**src/rtl/nibble_link_rx.sv**
```systemverilog
// Nibble link receiver: synchronises strobe/data/fin, packs nibble pairs into bytes, buffers them in a FIFO.
// Optional strobe-silence abort enabled by defining NIBBLE_LINK_RX_TIMEOUT_EN.
// state   | meaning
// IDLE    | not armed; strobe edges ignored
// WAIT_HI | armed, next strobe edge carries the high nibble
// WAIT_LO | high nibble held, next strobe edge completes a byte
// DONE    | transfer ended; terminal until reset, FIFO still readable
module nibble_link_rx #(
    parameter int DEPTH   = 4,
    parameter int SYNC    = 2,
    parameter int TIMEOUT = 1024
) (
    input  logic                     clk,
    input  logic                     reset,
    input  logic                     start,
    input  logic                     strobe_in,
    input  logic [3:0]               data_in,
    input  logic                     fin_in,
    input  logic                     rd_en,
    output logic [7:0]               byte_out,
    output logic                     byte_valid,
    output logic                     empty,
    output logic                     full,
    output logic [$clog2(DEPTH):0]   count,
    output logic                     done,
    output logic                     partial,
    output logic                     overflow
`ifdef NIBBLE_LINK_RX_TIMEOUT_EN
    ,
    output logic                     timeout
`endif
);
    localparam int AW = $clog2(DEPTH);

    typedef enum logic [1:0] {IDLE, WAIT_HI, WAIT_LO, DONE} state_t;
    state_t state, state_nxt;

    logic [SYNC-1:0]   s_sh, f_sh;
    logic [SYNC*4-1:0] d_sh;
    logic              s_prev;
    logic              s_sync, f_sync, s_edge;
    logic [3:0]        d_sync;
    logic [3:0]        hi;
    logic              push_req, hi_load, set_partial, set_timeout, tmo_hit;
    logic [7:0]        mem [DEPTH];
    logic [AW:0]       wp, rp;
    logic              pop, push_ok;

    assign s_sync = s_sh[SYNC-1];
    assign f_sync = f_sh[SYNC-1];
    assign d_sync = d_sh[SYNC*4-1 -: 4];
    assign s_edge = s_sync & ~s_prev;

    always_ff @(posedge clk or posedge reset) begin
        if (reset) begin
            s_sh   <= '0;
            f_sh   <= '0;
            d_sh   <= '0;
            s_prev <= 1'b0;
        end else begin
            s_sh   <= {s_sh[SYNC-2:0], strobe_in};
            f_sh   <= {f_sh[SYNC-2:0], fin_in};
            d_sh   <= {d_sh[SYNC*4-5:0], data_in};
            s_prev <= s_sync;
        end
    end

`ifdef NIBBLE_LINK_RX_TIMEOUT_EN
    localparam int TW = $clog2(TIMEOUT + 1);
    logic [TW-1:0] tmr;
    logic          in_wait;

    assign in_wait = (state == WAIT_HI) || (state == WAIT_LO);
    assign tmo_hit = in_wait && (tmr == '0);

    // Down-counter reloaded on every strobe edge and whenever not waiting.
    always_ff @(posedge clk or posedge reset) begin
        if (reset) begin
            tmr     <= TW'(TIMEOUT - 1);
            timeout <= 1'b0;
        end else begin
            if (!in_wait || s_edge)
                tmr <= TW'(TIMEOUT - 1);
            else if (tmr != '0)
                tmr <= tmr - 1'b1;
            if (set_timeout)
                timeout <= 1'b1;
        end
    end
`else
    assign tmo_hit = 1'b0;
`endif

    always_ff @(posedge clk or posedge reset) begin
        if (reset)
            state <= IDLE;
        else
            state <= state_nxt;
    end

    // fin is sticky, so its level doubles as the edge and covers fin already high at arm time.
    always_comb begin
        state_nxt   = state;
        push_req    = 1'b0;
        hi_load     = 1'b0;
        set_partial = 1'b0;
        set_timeout = 1'b0;
        case (state)
            IDLE: begin
                if (start)
                    state_nxt = WAIT_HI;
            end
            WAIT_HI: begin
                hi_load = s_edge;
                if (f_sync) begin
                    state_nxt   = DONE;
                    set_partial = s_edge;
                end else if (s_edge) begin
                    state_nxt = WAIT_LO;
                end else if (tmo_hit) begin
                    state_nxt   = DONE;
                    set_timeout = 1'b1;
                end
            end
            WAIT_LO: begin
                push_req = s_edge;
                if (f_sync) begin
                    state_nxt   = DONE;
                    set_partial = ~s_edge;
                end else if (s_edge) begin
                    state_nxt = WAIT_HI;
                end else if (tmo_hit) begin
                    state_nxt   = DONE;
                    set_partial = 1'b1;
                    set_timeout = 1'b1;
                end
            end
            default: state_nxt = DONE;
        endcase
    end

    assign done    = (state == DONE);
    assign empty   = (wp == rp);
    assign full    = (wp[AW] != rp[AW]) && (wp[AW-1:0] == rp[AW-1:0]);
    assign count   = wp - rp;
    assign pop     = rd_en && !empty;
    assign push_ok = push_req && (!full || pop);

    always_ff @(posedge clk or posedge reset) begin
        if (reset) begin
            hi         <= 4'h0;
            partial    <= 1'b0;
            overflow   <= 1'b0;
            wp         <= '0;
            rp         <= '0;
            byte_out   <= 8'h00;
            byte_valid <= 1'b0;
        end else begin
            byte_valid <= pop;
            if (hi_load)
                hi <= d_sync;
            if (set_partial)
                partial <= 1'b1;
            if (push_req && !push_ok)
                overflow <= 1'b1;
            if (push_ok)
                wp <= wp + 1'b1;
            if (pop) begin
                rp       <= rp + 1'b1;
                byte_out <= mem[rp[AW-1:0]];
            end
        end
    end

    // When full with a simultaneous pop, wp and rp share a slot: the pop reads the old byte first.
    always_ff @(posedge clk) begin
        if (push_ok)
            mem[wp[AW-1:0]] <= {hi, d_sync};
    end

endmodule

```
**config.mk**
```make
export PLATFORM = sky130hd
export DESIGN_NAME = nibble_link_rx
export DESIGN_NICKNAME = d
export VERILOG_FILES = /design/src/rtl/nibble_link_rx.sv
export SDC_FILE = /design/constraint.sdc
export NUM_CORES = 1
export LEC_CHECK = 0
export ABC_AREA = 1
export CAP_MARGIN = 5
export CORE_AREA = 2 2 79 81
export CTS_CLUSTER_SIZE = 40
export DETAILED_ROUTE_END_ITERATION = 10
export DIE_AREA = 0 0 81 83
export PLACE_DENSITY = 0.74
export RECOVER_POWER = 100
export SYNTH_ARGS = -nofsm -noshare
export SYNTH_HDL_FRONTEND = slang
export SYNTH_SLANG_ARGS = --single-unit
```
**constraint.sdc**
```tcl
create_clock -name clk -period 2.3 [get_ports clk]
set_input_delay 0.345 -clock clk [delete_from_list [all_inputs] [get_ports clk]]
set_output_delay 0.345 -clock clk [all_outputs]
set_load 0.01 [all_outputs]
```
==> summary.md <==
| Metric | Value |
|---|---|
| Status | `completed` |
| Setup violators final | `0` |
| Buf/Inv on CP | `2` |
| Final hold violation count | `0` |
| GR Overflow Total | `0` |
| Number of max-cap violations | `0` |
| Num CTS Buffers | `9` |
| RSZ-0062 raised after global routing | `no` |
| Clk pwr share | `21.8%` |
| Sw Ratio | `36.2%` |
| Cell-internal power | `2.71 mW` |
| Row count | `28` |
| Min Tclk post-route | `2.15 ns` |
| Overall Global Routing Usage | `14.7%` |
| DR DRC count | `0` |
| Vias per cell | `4.66` |
| CTS clk-pin slew, worst paths | `0.07 ns` |
| Net Sw Power | `1.54 mW` |
| Antenna fix cells | `0` |
| TritonCTS Sinks | `68` |
| FF-to-FF path depth | `7` |
| Clock buffer depth | `2` |
| Synth Warn # | `0` |
| Hpwl dp | `3080 um` |
| Clock root cell | `clkbuf_8` |
| Vias in the first global route | `1,710` |
| Hold slack | `0.349 ns` |
| Layout cell share with drive strength beyond 1 | `16.4%` |
| Sequential power share | `40.2%` |
| Worst path required time | `1.96 ns` |
| WP depth | `5` |
| Syn Std Cell Area | `2880 um2` |
| Period utilization | `93.3%` |
| Share of the synthesized area in the top cell type | `33.4%` |
| Lkg Pwr | `1.55 nW` |
| Slew headroom | `41.6%` |
| Placer Congestion | `0.782` |
| Register area share after synthesis | `64.7%` |
| Worst-margin pin slew | `0.876 ns` |
| CTS H-tree depth | `3` |
| Final ANT Viol Nets | `0` |
| Power, Total | `4.25 mW` |
| Crit path largest cell delay | `0.54 ns` |
| Worst skew pair latency | `0.33 ns` |
| Initial antenna violation count | `0` |
| Die Ht | `83 um` |
| Hold depth | `0` |
| Final core occ | `58.5%` |
| Max VDD drop | `509 uV` |
| CP Launch Type | `register` |
| Largest net degree at the start of global routing | `37` |
| Setup CP Type | `reg -> out` |
| Worst path slowest cell | `clkdlybuf4s50_1` |
| Final WL | `4330 um` |
| Hold Path Class | `reg -> reg` |
| Delay-heaviest family, CP | `buffers and inverters` |
| Register bit total from synthesis | `68` |
| Syn Nets | `282` |
| Synth area leaders | `edfxtp_1 (33%), dfrtp_1 (31%), nand2_1 (10%)` |
| Fin nets | `323` |
| Worst Skew | `0.00440 ns` |
| Vias | `1,769` |
| CP Data Arrival Time | `1.80 ns` |
| CP endpoint kind | `output port` |
| I/O pin count | `27` |
| PwrDens | `1250 nW/um2` |
| Post-synth top area cell | `edfxtp_1` |
| Fin. max-slew vios | `0` |
| Global-route wire length before repair | `7510 um` |
| P&R area growth vs syn | `18.2%` |
| Syn Area/Cell | `11.1 um2` |
| Cells after synthesis | `259` |
| Distinct cell type count after synthesis | `26` |
| Core area | `5820 um2` |
| Aggregate negative setup slack | `0 ns` |
| Drt pass-1 iters | `4` |
| DR WL/cell | `11.4 um` |
| Die W | `81 um` |
| Combinational share of power | `38.0%` |
| Worst-path maximum fanout | `5` |
| Cells along the critical path | `inv_2, ha_1, nand2_1, nor2_1, clkdlybuf4s50_1` |
| Port Buf Inserts | `26` |
| CTS tree | `yes` |
| F_max | `466 MHz` |
| Die area | `6720 um2` |
| Starting DRT DRC Count | `95` |
| Initial Util | `49.5%` |
## cells in the final DEF (no fill, tap or decap), types with 2 or more instances in the layout
master and n:
o21ai_1 6, xor2_1 2, clkbuf_8 9, o21ai_0 11, nand2_2 16, clkinv_4 2, dlygate4sd2_1 2, nand3_1 11
nor2_1 15, buf_4 5, ha_1 12, clkbuf_2 5, inv_2 4, clkdlybuf4s50_1 3, clkinv_1 2, inv_1 19
nand2_1 80, dlygate4sd3_1 20, edfxtp_1 32, dfrtp_1 35
## per-layer routing
layer / wire (um) / global-route usage, %
met5: 0 / 0
met4: 105 / 8.01
met3: 193 / 3.59
met2: 2100 / 23.4
met1: 1920 / 18.3
## layout make-up
cell class              instances  area (um2)
flip-flops and latches         68        1860
repair buffers                 36         320
well taps                      75        93.8
multi-input cells             160         833
inverters                      25        97.6
fillers                       510        2420
clock buffers                   9         124
clock inverters                 7        67.6
## flip-flops by register name (all words and copies together) (netlist names), 2 cells and up
signal and flops:
byte_out 8, d_sh 8, f_sh 2, hi 4
mem 32, rp 3, s_sh 2, state 2
wp 3
## through the flow
| step | cell area (um2) | setup slack (ns) | cells |
|---|---|---|---|
| 6_report | 3400 | 0.154 | 380 |
| 2_1_floorplan | 2880 | 0.293 | 259 |
| 3_3_place_gp | 3230 | 0.212 | 363 |
| 3_5_place_dp | 3230 | 0.126 | 363 |
| 5_1_grt | 3400 | 0.0667 | 380 |
| 4_1_cts | 3430 | 0.0318 | 380 |
## timing repair
action / 4_1_cts / 5_1_grt
hold buffers: 0 / 0
setup buffers: 1 / 0
setup endpoints to repair: 3 / 1
endpoints found under the hold margin: 0 / 0
gates resized for setup: 4 / 2
## cells by family (layout without fill, tap and decap cells)
| logic type | after synthesis | in the layout | synth area share (%) |
|---|---|---|---|
| simple gates | 125 | 125 | 19.2 |
| fa+ha+maj | 13 | 13 | 5.92 |
| xor+xnor | 3 | 3 | 0.914 |
| compound gates | 19 | 19 | 3.52 |
| flops | 68 | 68 | 64.7 |
| buf+inv | 31 | 77 | 5.70 |
## synth_stat cells, drive strengths merged
cell,n
o21bai,1
dfrtp,36
buf,5
fa,1
nor2,15
a31o,1
edfxtp,32
xnor2,1
nand3,11
o21ai,17
clkbuf,1
nand4,1
ha,12
xor2,2
nand2,97
inv,25
or2,1
## power by group through the flow
stage | Sequential [mW] | Combinational, mW | Clock (mW)
final | 1.71 | 1.61 | 0.927
after global routing | 1.75 | 1.83 | 1.01
after CTS | 1.72 | 1.74 | 0.959
after detailed placement | 1.74 | 1.75 | 0
after global placement | 1.73 | 1.70 | 0
after floorplan | 1.74 | 1.18 | 0
## path summary, 6_finish.rpt
check                                   from                  end  slack, ns
hold / removal             s_sh[0]$_DFF_PP0_    s_sh[1]$_DFF_PP0_       0.35
hold reg to reg            s_sh[0]$_DFF_PP0_    s_sh[1]$_DFF_PP0_       0.35
max in group asynchronous              reset    rp[1]$_DFFE_PP0P_       0.99
min in group asynchronous              reset    d_sh[1]$_DFF_PP0_       0.71
setup / recovery           rp[1]$_DFFE_PP0P_                 full       0.15
setup reg to reg           wp[1]$_DFFE_PP0P_  mem[1][5]$_DFFE_PP_       0.33
(Power assumes the default switching activity.)
